$ cat src/rtl/pipeline_pkg.sv
// pipeline_pkg: shared constants, fetch FSM encoding and register-field positions for the pipeline
package pipeline_pkg;
  localparam logic [31:0] NOP = 32'h00000013;
  localparam int RS1_LSB = 15;
  localparam int RS2_LSB = 20;
  typedef enum logic [1:0] {RUN = 2'd0, WAIT_IMEM = 2'd1, REDIR_PEND = 2'd2} state_t;
endpackage

$ cat src/rtl/pipeline_fetch_ctrl_if.sv
// pipeline_fetch_ctrl_if: fetch-stage <-> fetch-control bundle (PC, imem response, PC enable/select/target)
interface pipeline_fetch_ctrl_if;
  logic [31:0] PC_out_IF;
  logic [31:0] inst_in;
  logic        imem_ready;
  logic        en_IF;
  logic        PCSrc;
  logic [31:0] PC_in_IF;
  modport master (output PC_out_IF, inst_in, imem_ready, input en_IF, PCSrc, PC_in_IF);
  modport slave (input PC_out_IF, inst_in, imem_ready, output en_IF, PCSrc, PC_in_IF);
endinterface

$ cat src/rtl/pipeline_fetch_ctrl_load_use.sv
// load_use_detect: flags a load in ID/EX whose rd feeds rs1/rs2 of the valid IF/ID instruction
module load_use_detect (
  input  logic       i_valid,
  input  logic       i_mem_read,
  input  logic [4:0] i_rd,
  input  logic [4:0] i_rs1,
  input  logic [4:0] i_rs2,
  output logic       o_lu
);
  assign o_lu = i_valid & i_mem_read & (|i_rd) & ((i_rd == i_rs1) | (i_rd == i_rs2));
endmodule

$ cat src/rtl/pipeline_fetch_ctrl.sv
// pipeline_fetch_ctrl: fetch control FSM (redirect > imem wait > load-use) plus the IF/ID register and stall/flush counters
module pipeline_fetch_ctrl #(
  parameter logic [31:0] NOP = pipeline_pkg::NOP
) (
  input  logic                         clk,
  input  logic                         rst_n,
  pipeline_fetch_ctrl_if.slave         f,
  input  logic                         ex_branch_taken,
  input  logic [31:0]                  ex_target,
  input  logic                         id_ex_MemRead,
  input  logic [4:0]                   id_ex_rd,
  output logic [31:0]                  IF_ID_PC,
  output logic [31:0]                  IF_ID_inst,
  output logic                         IF_ID_valid,
  output logic                         ID_EX_flush,
  output logic [31:0]                  stall_cnt,
  output logic [31:0]                  flush_cnt
);
  pipeline_pkg::state_t r_state, w_nxt;
  logic [31:0] r_pc, r_inst, r_pend, r_stall, r_flush;
  logic r_valid, w_lu, w_en, w_src, w_sel_ex, w_flush, w_bubble, w_load, w_pend_ld;
  load_use_detect u_lu (
    .i_valid(r_valid),
    .i_mem_read(id_ex_MemRead),
    .i_rd(id_ex_rd),
    .i_rs1(r_inst[pipeline_pkg::RS1_LSB +: 5]),
    .i_rs2(r_inst[pipeline_pkg::RS2_LSB +: 5]),
    .o_lu(w_lu)
  );
  // A pending redirect shares the redirect path: a new branch replaces the target, and
  // the redirect completes only once imem has answered for the current (stable) address.
  always_comb begin
    w_nxt = r_state;
    w_en = 1'b0;
    w_src = 1'b0;
    w_sel_ex = 1'b0;
    w_flush = 1'b0;
    w_bubble = 1'b0;
    w_load = 1'b0;
    w_pend_ld = 1'b0;
    if (r_state == pipeline_pkg::REDIR_PEND || ex_branch_taken) begin
      w_bubble = 1'b1;
      w_flush = ex_branch_taken;
      if (f.imem_ready) begin
        w_en = 1'b1;
        w_src = 1'b1;
        w_sel_ex = ex_branch_taken;
        w_nxt = pipeline_pkg::RUN;
      end else begin
        w_pend_ld = ex_branch_taken;
        w_nxt = pipeline_pkg::REDIR_PEND;
      end
    end else if (!f.imem_ready) begin
      w_bubble = 1'b1;
      w_nxt = pipeline_pkg::WAIT_IMEM;
    end else if (w_lu) begin
      w_flush = 1'b1;
      w_nxt = pipeline_pkg::RUN;
    end else begin
      w_en = 1'b1;
      w_load = 1'b1;
      w_nxt = pipeline_pkg::RUN;
    end
  end
  assign f.en_IF = w_en & rst_n;
  assign f.PCSrc = w_src & rst_n;
  assign f.PC_in_IF = w_sel_ex ? ex_target : r_pend;
  assign ID_EX_flush = w_flush & rst_n;
  assign IF_ID_PC = r_pc;
  assign IF_ID_inst = r_inst;
  assign IF_ID_valid = r_valid;
  assign stall_cnt = r_stall;
  assign flush_cnt = r_flush;
  always_ff @(posedge clk or negedge rst_n) begin
    if (!rst_n) begin
      r_state <= pipeline_pkg::RUN;
      r_pc <= '0;
      r_inst <= NOP;
      r_valid <= 1'b0;
      r_pend <= '0;
      r_stall <= '0;
      r_flush <= '0;
    end else begin
      r_state <= w_nxt;
      if (w_pend_ld) r_pend <= ex_target;
      if (w_bubble) begin
        r_pc <= f.PC_out_IF;
        r_inst <= NOP;
        r_valid <= 1'b0;
      end else if (w_load) begin
        r_pc <= f.PC_out_IF;
        r_inst <= f.inst_in;
        r_valid <= 1'b1;
      end
      r_stall <= r_stall + {31'd0, ~w_en};
      r_flush <= r_flush + {31'd0, ex_branch_taken};
    end
  end
endmodule

$ cat src/flat_wrapper.sv
// flat-port wrapper written by rule: the top's interface ports become plain ports
module pipeline_fetch_ctrl_flat 
#(
  parameter logic [31:0] NOP = pipeline_pkg::NOP
)
  (clk, rst_n, ex_branch_taken, ex_target, id_ex_MemRead, id_ex_rd, IF_ID_PC, IF_ID_inst, IF_ID_valid, ID_EX_flush, stall_cnt, flush_cnt, f_PC_out_IF, f_inst_in, f_imem_ready, f_en_IF, f_PCSrc, f_PC_in_IF);
  pipeline_fetch_ctrl_if f_i ();
  input  logic clk;
  input  logic rst_n;
  input  logic ex_branch_taken;
  input  logic [31:0] ex_target;
  input  logic id_ex_MemRead;
  input  logic [4:0] id_ex_rd;
  output logic [31:0] IF_ID_PC;
  output logic [31:0] IF_ID_inst;
  output logic IF_ID_valid;
  output logic ID_EX_flush;
  output logic [31:0] stall_cnt;
  output logic [31:0] flush_cnt;
  input wire logic [$bits(f_i.PC_out_IF)-1:0] f_PC_out_IF;
  input wire logic [$bits(f_i.inst_in)-1:0] f_inst_in;
  input wire logic [$bits(f_i.imem_ready)-1:0] f_imem_ready;
  output wire logic [$bits(f_i.en_IF)-1:0] f_en_IF;
  output wire logic [$bits(f_i.PCSrc)-1:0] f_PCSrc;
  output wire logic [$bits(f_i.PC_in_IF)-1:0] f_PC_in_IF;
  assign f_i.PC_out_IF = f_PC_out_IF;
  assign f_i.inst_in = f_inst_in;
  assign f_i.imem_ready = f_imem_ready;
  assign f_en_IF = f_i.en_IF;
  assign f_PCSrc = f_i.PCSrc;
  assign f_PC_in_IF = f_i.PC_in_IF;
  pipeline_fetch_ctrl #(.NOP(NOP)) u_core (.clk(clk), .rst_n(rst_n), .f(f_i), .ex_branch_taken(ex_branch_taken), .ex_target(ex_target), .id_ex_MemRead(id_ex_MemRead), .id_ex_rd(id_ex_rd), .IF_ID_PC(IF_ID_PC), .IF_ID_inst(IF_ID_inst), .IF_ID_valid(IF_ID_valid), .ID_EX_flush(ID_EX_flush), .stall_cnt(stall_cnt), .flush_cnt(flush_cnt));
endmodule
$ cat config.mk
export PLATFORM = sky130hd
export DESIGN_NAME = pipeline_fetch_ctrl_flat
export DESIGN_NICKNAME = d
export VERILOG_FILES = /design/src/rtl/pipeline_pkg.sv /design/src/rtl/pipeline_fetch_ctrl_if.sv /design/src/rtl/pipeline_fetch_ctrl_load_use.sv /design/src/rtl/pipeline_fetch_ctrl.sv /design/src/flat_wrapper.sv
export SDC_FILE = /design/constraint.sdc
export NUM_CORES = 1
export LEC_CHECK = 0
export BUFFER_PORTS_ARGS = -buffer_cell sky130_fd_sc_hd__buf_4
export CAP_MARGIN = 20
export CORE_MARGIN = 5
export CORE_UTILIZATION = 33
export CTS_BUF_LIST = sky130_fd_sc_hd__clkbuf_4
export CTS_CLUSTER_DIAMETER = 40
export DETAILED_ROUTE_END_ITERATION = 16
export PLACE_DENSITY_LB_ADDON = 0.15
export SYNTH_ARGS = -nofsm -noshare
export SYNTH_HDL_FRONTEND = slang
export SYNTH_SLANG_ARGS = --single-unit
$ cat constraint.sdc
create_clock -name clk -period 3.1 [get_ports clk]
set_input_delay 0.465 -clock clk [delete_from_list [all_inputs] [get_ports clk]]
set_output_delay 0.465 -clock clk [all_outputs]
set_load 0.05 [all_outputs]
# == After elaboration in Yosys (flattened, before gate mapping) ==
# Index checks and enable logic that the tools add are counted.
# totals
register_bits,163
in_bits,106
out_inout_bits,164
# op_classes
add_sub_neg,2
n_eq_ne,3
muxes,25
n_bitwise,8
reduce_logical,3
# op_table
cell,count
2-to-1 mux 32 bit,5
adder 32 x 1 -> 32 bit,2
2-to-1 mux 1 bit,18
equality test 5 bit,2
bitwise AND 1 bit,6
OR reduction 5 bit,1
2-to-1 mux 2 bit,2
equality test 2 bit (second input constant),1
nonzero test 2 bit,1
logical OR 1 bit,1
NOT 1 bit,1
OR 1 bit,1

# == Longest topological paths before layout ==
# depth
word_depth,8
mapped_depth,11
ltp_nobuf,10

# == By module ==
# Synthesis repeated with hierarchy kept, for this count alone.
# unflattened
hier_cells,554
area_unflattened_um2,7397.1
# modules_own_cells
mod,instances,cells_each,area_each_um2
pipeline_fetch_ctrl,1,537,7264.5
load_use_detect,1,17,132.6

# == Least setup slack after synthesis ==
# OpenSTA, ideal clock, no wires.
# synth_path
path_type,reg2reg
startpoint,register u_core.r_inst[19] (netlist: u_core.IF_ID_inst[19])
endpoint,register u_core.r_stall[30] (netlist: u_core.stall_cnt[30])
arrival_ns,2.939
required_ns,3.018
slack_ns,0.080
stages_incl_launch_ff,12
synth_period_minus_slack_ns,3.020
cell_sequence,dfrtp_1 > xnor2_1 > nand3_1 > o22a_1 > clkbuf_1 > o31ai_1 > ha_1 > ha_1 > nand2_2 > nor4_1 > and2_1 > xor2_1
# synth_via
elab_chain_len,8
# synth_rtl
item,line_no,rtl
start: declaration,pipeline_fetch_ctrl.sv:20,"logic [31:0] r_pc, r_inst, r_pend, r_stall, r_flush;"
start signal: assignment,pipeline_fetch_ctrl.sv:92,r_inst <= f.inst_in;
equality test 5 bit,pipeline_fetch_ctrl_load_use.sv:10,assign o_lu = i_valid & i_mem_read & (|i_rd) & ((i_rd == i_rs1) | (i_rd == i_rs2));
OR 1 bit,pipeline_fetch_ctrl_load_use.sv:10,
bitwise AND 1 bit,pipeline_fetch_ctrl_load_use.sv:10,
2-to-1 mux 1 bit,pipeline_fetch_ctrl.sv:56,end else if (w_lu) begin
2-to-1 mux 1 bit,pipeline_fetch_ctrl.sv:53,end else if (!f.imem_ready) begin
2-to-1 mux 1 bit,pipeline_fetch_ctrl.sv:41,if (r_state == pipeline_pkg::REDIR_PEND || ex_branch_taken) begin
NOT 1 bit,pipeline_fetch_ctrl.sv:95,"r_stall <= r_stall + {31'd0, ~w_en};"
adder 32 x 1 -> 32 bit,pipeline_fetch_ctrl.sv:95,
end signal: assignment,pipeline_fetch_ctrl.sv:95,
end: declaration,pipeline_fetch_ctrl.sv:20,
# Every way passes these cells.
# A chain may end at the register's enable or synchronous reset.

# == Final worst setup path ==
# layout_path
startpoint,register u_core.r_inst[17] (netlist: u_core.IF_ID_inst[17])
endpoint,register u_core.r_stall[30] (netlist: u_core.stall_cnt[30])
# The elaborated chain is that of the path after synthesis.

==> reports/results.tsv <==
metric	value	unit
fin_skew	0.0273	ns
min_to	u_core.IF_ID_PC[4]	
initial_core_util	0.333	
vias	5471	
yosys.area.top_type_share	0.554	
peakVddDrop	266	uV
drt_iter0_drc	165	
r2r_slack	0.42	ns
worstPathRequired	3.56	ns
rr_startpoint	u_core.IF_ID_inst[17]	
hpwlAfterDp	14400	um
drv_cap	0	
status	finished, final reports clean	
synthTopCellsByArea	dfrtp_1 (55%), mux2_2 (10%), xnor2_1 (5.9%)	
crit_arrival	3.14	ns
clk_pin_slew	0.16	ns
drive_gt1_frac	0.465	
reg2reg_depth	11	
via_per_inst	4.72	
slew_headroom	0.506	
dieArea	25000	um^2
fin_util	0.457	
combPwrFrac	0.291	
ys_ff_latch	163	
syn_inst	589	
grt_pass1_wl	30400	um
num_rows	54	
yosysSeqAreaShare	0.565	
reg2reg_to	u_core.stall_cnt[30]	
die_w	158	um
totalWireLength	19700	um
clockBufferDepth	2	
cts-root-buf	clkbuf_4	
worst-path-buf-inv	1	
clkLatencyLatePin	0.55	ns
worst_slew_pin_slew	0.741	ns
h-tree-depth	4	
slowest_stage	dfrtp_1	
yosysTopAreaCell	dfrtp_1	
critical_path.top_delay_family	simple AND/OR/NAND/NOR gates	
synth.distinct_cells	45	
grt_max_degree	129	
port_buffers	269	
p_int	3.36	mW
crit_type	register to register	
setup_violations	0	
crit_path_end_kind	register	
place_congestion	0.768	
cp_slowest_stage_delay	0.45	ns
mostFrequentLayoutCells	buf_4 (278), dfrtp_1 (160), mux2_2 (66)	
antenna_found_initial	1	
fp.coreArea	21700	um^2
synth_async_sr_flop_share	1.00	
synth_edf_count	0	
stdcell_count	1159	
path_cells	xnor2_1, nand3_1, o22a_1, o31ai_1, ha_2, ha_1, nand2_2, nor4_1, buf_4, and2_1, xor2_1	
dp_cells	1125	
powerDensity	546	nW/um^2
power.share.clock	0.247	
remaining_drc_errors	0	
min_delay_path_depth	2	
mostFrequentLayoutCell	buf_4	
min_period_over_period	0.865	
syn_area	7230	um^2
cts_tree	done	
hp-start	f_PC_out_IF[4]	
area_delta_synth_final	36.9	%
tns	0	ns
swShare	0.379	
switching_power	2.05	mW
synth.avg_cell_area	12.3	um^2
yosys_warnings	0	
critPathLaunchType	register	
grt_use_total	0.154	
slew_violations	0	
clock_sinks	163	
layout.nets	976	
seq_power_share	0.462	
ios	270	
critPathMaxFanout	6	
grt_pass1_vias	5528	
p_leak	4.70	nW
ant_nets	0	
drtPass1Iterations	6	
die_h	158	um
gr-total-overflow	0	
avgRoutedWirePerCell	17.0	um
ys.flop_type	dfrtp_1	
syn_nets	700	
fmax	0.373	GHz
cts_setup_buffers	0	
cts_buffers	17	
final_hold_viol_count	0	
hp-class	input pin to register	
layout_min_cycle_time	2.68	ns
rsz0062_at_grt	no	
-- power by group through the flow --
stage                     clock network (mW)  logic (mW)  registers (mW)
after global routing                    1.48        1.67            2.53
after floorplan                            0       0.582            2.94
final                                   1.33        1.57            2.50
after CTS                               1.40        1.60            2.50
after global placement                     0        1.60            2.53
after detailed placement                   0        1.60            2.54
-- cell usage after synthesis, types with 2 or more instances --
library cell and count:
nand4_2 2, nand2_2 2, buf_1 8, a21oi_1 31
nand3_1 62, nor2_2 4, nor2_1 19, clkbuf_1 10
and2_1 2, nor4_4 2, xor2_1 21, and4_1 2
nand2_1 24, inv_1 8, and3_2 4, nor3_1 3
mux2_1 30, and3_1 6, nor4_1 2, nand4_1 9
or2_2 2, dfstp_2 3, o21ai_0 32, buf_2 2
ha_1 5, mux2_2 66, buf_6 3, xnor2_1 49
dfrtp_1 160
-- flip-flops by register name, summed over array words and instances, names as in the netlist --
signal,flops
u_core.IF_ID_inst,32
u_core.r_pend,32
u_core.IF_ID_PC,32
u_core.flush_cnt,32
u_core.stall_cnt,32
u_core.IF_ID_valid,1
u_core.r_state,2
-- area by class of cell --
cell class | instances | area (um^2)
sequential | 163 | 4080
multi-input combinational | 394 | 3010
clock buffer | 17 | 128
fill | 2111 | 11800
antenna | 1 | 2.50
timing repair buffer | 281 | 2130
tap | 280 | 350
inverter | 8 | 30.0
clock inverter | 15 | 171
-- kinds of logic (layout without fill, tap and decap cells) --
group                    Yosys count  after routing  synth area share
other                              0              1                 0
AND/OR/NAND/NOR                  155            155             0.123
XOR/XNOR                          70             70            0.0848
AO/OA/AOI/OAI                     68             68            0.0495
multiplexers                      96             96             0.149
adder cells (fa/ha/maj)            5              5           0.00865
buffers and inverters             32            321            0.0202
flip-flops                       163            163             0.565
-- per-layer routing --
layer / GRT usage / part of all wire / vias up
li1: - / - / 2629
met1: 0.194 / 0.41 / 2633
met2: 0.236 / 0.46 / 190
met3: 0.0752 / 0.11 / 19
met4: 0.0455 / 0.015 / 0
met5: 0 / 0 / -
-- repair_timing --
action,4_1_cts,5_1_grt
hold buffers,1,0
setup endpoints to repair,0,1
gates resized for setup,0,1
endpoints found under the hold margin,32,0
-- stage by stage --
step / hold WS (ns) / setup WS, ns / cell area [um^2] / power, mW
global route: 0.0452 / 0.0877 / 9900 / 5.68
global placement: 0.405 / 0.197 / 9590 / 4.13
detailed placement: 0.402 / 0.194 / 9590 / 4.13
CTS: 0.0431 / 0.327 / 9900 / 5.50
floorplan: 0.169 / 0.0796 / 7230 / 3.53
finish: 0.121 / 0.417 / 9900 / 5.40
-- how the worst max path moves through the flow --
stage,from,end,slack [ns],depth (start not counted)
finish,u_core.IF_ID_inst[17],u_core.stall_cnt[30],0.42,11
global route,u_core.IF_ID_inst[17],u_core.stall_cnt[30],0.09,11
CTS,u_core.IF_ID_inst[17],u_core.stall_cnt[30],0.33,11
detailed placement,id_ex_rd[0],u_core.stall_cnt[30],0.19,12
global placement,id_ex_rd[0],u_core.stall_cnt[30],0.20,12
floorplan,u_core.IF_ID_inst[19],u_core.stall_cnt[30],0.08,11
No activity file was read; power rests on OpenSTA's default activity.
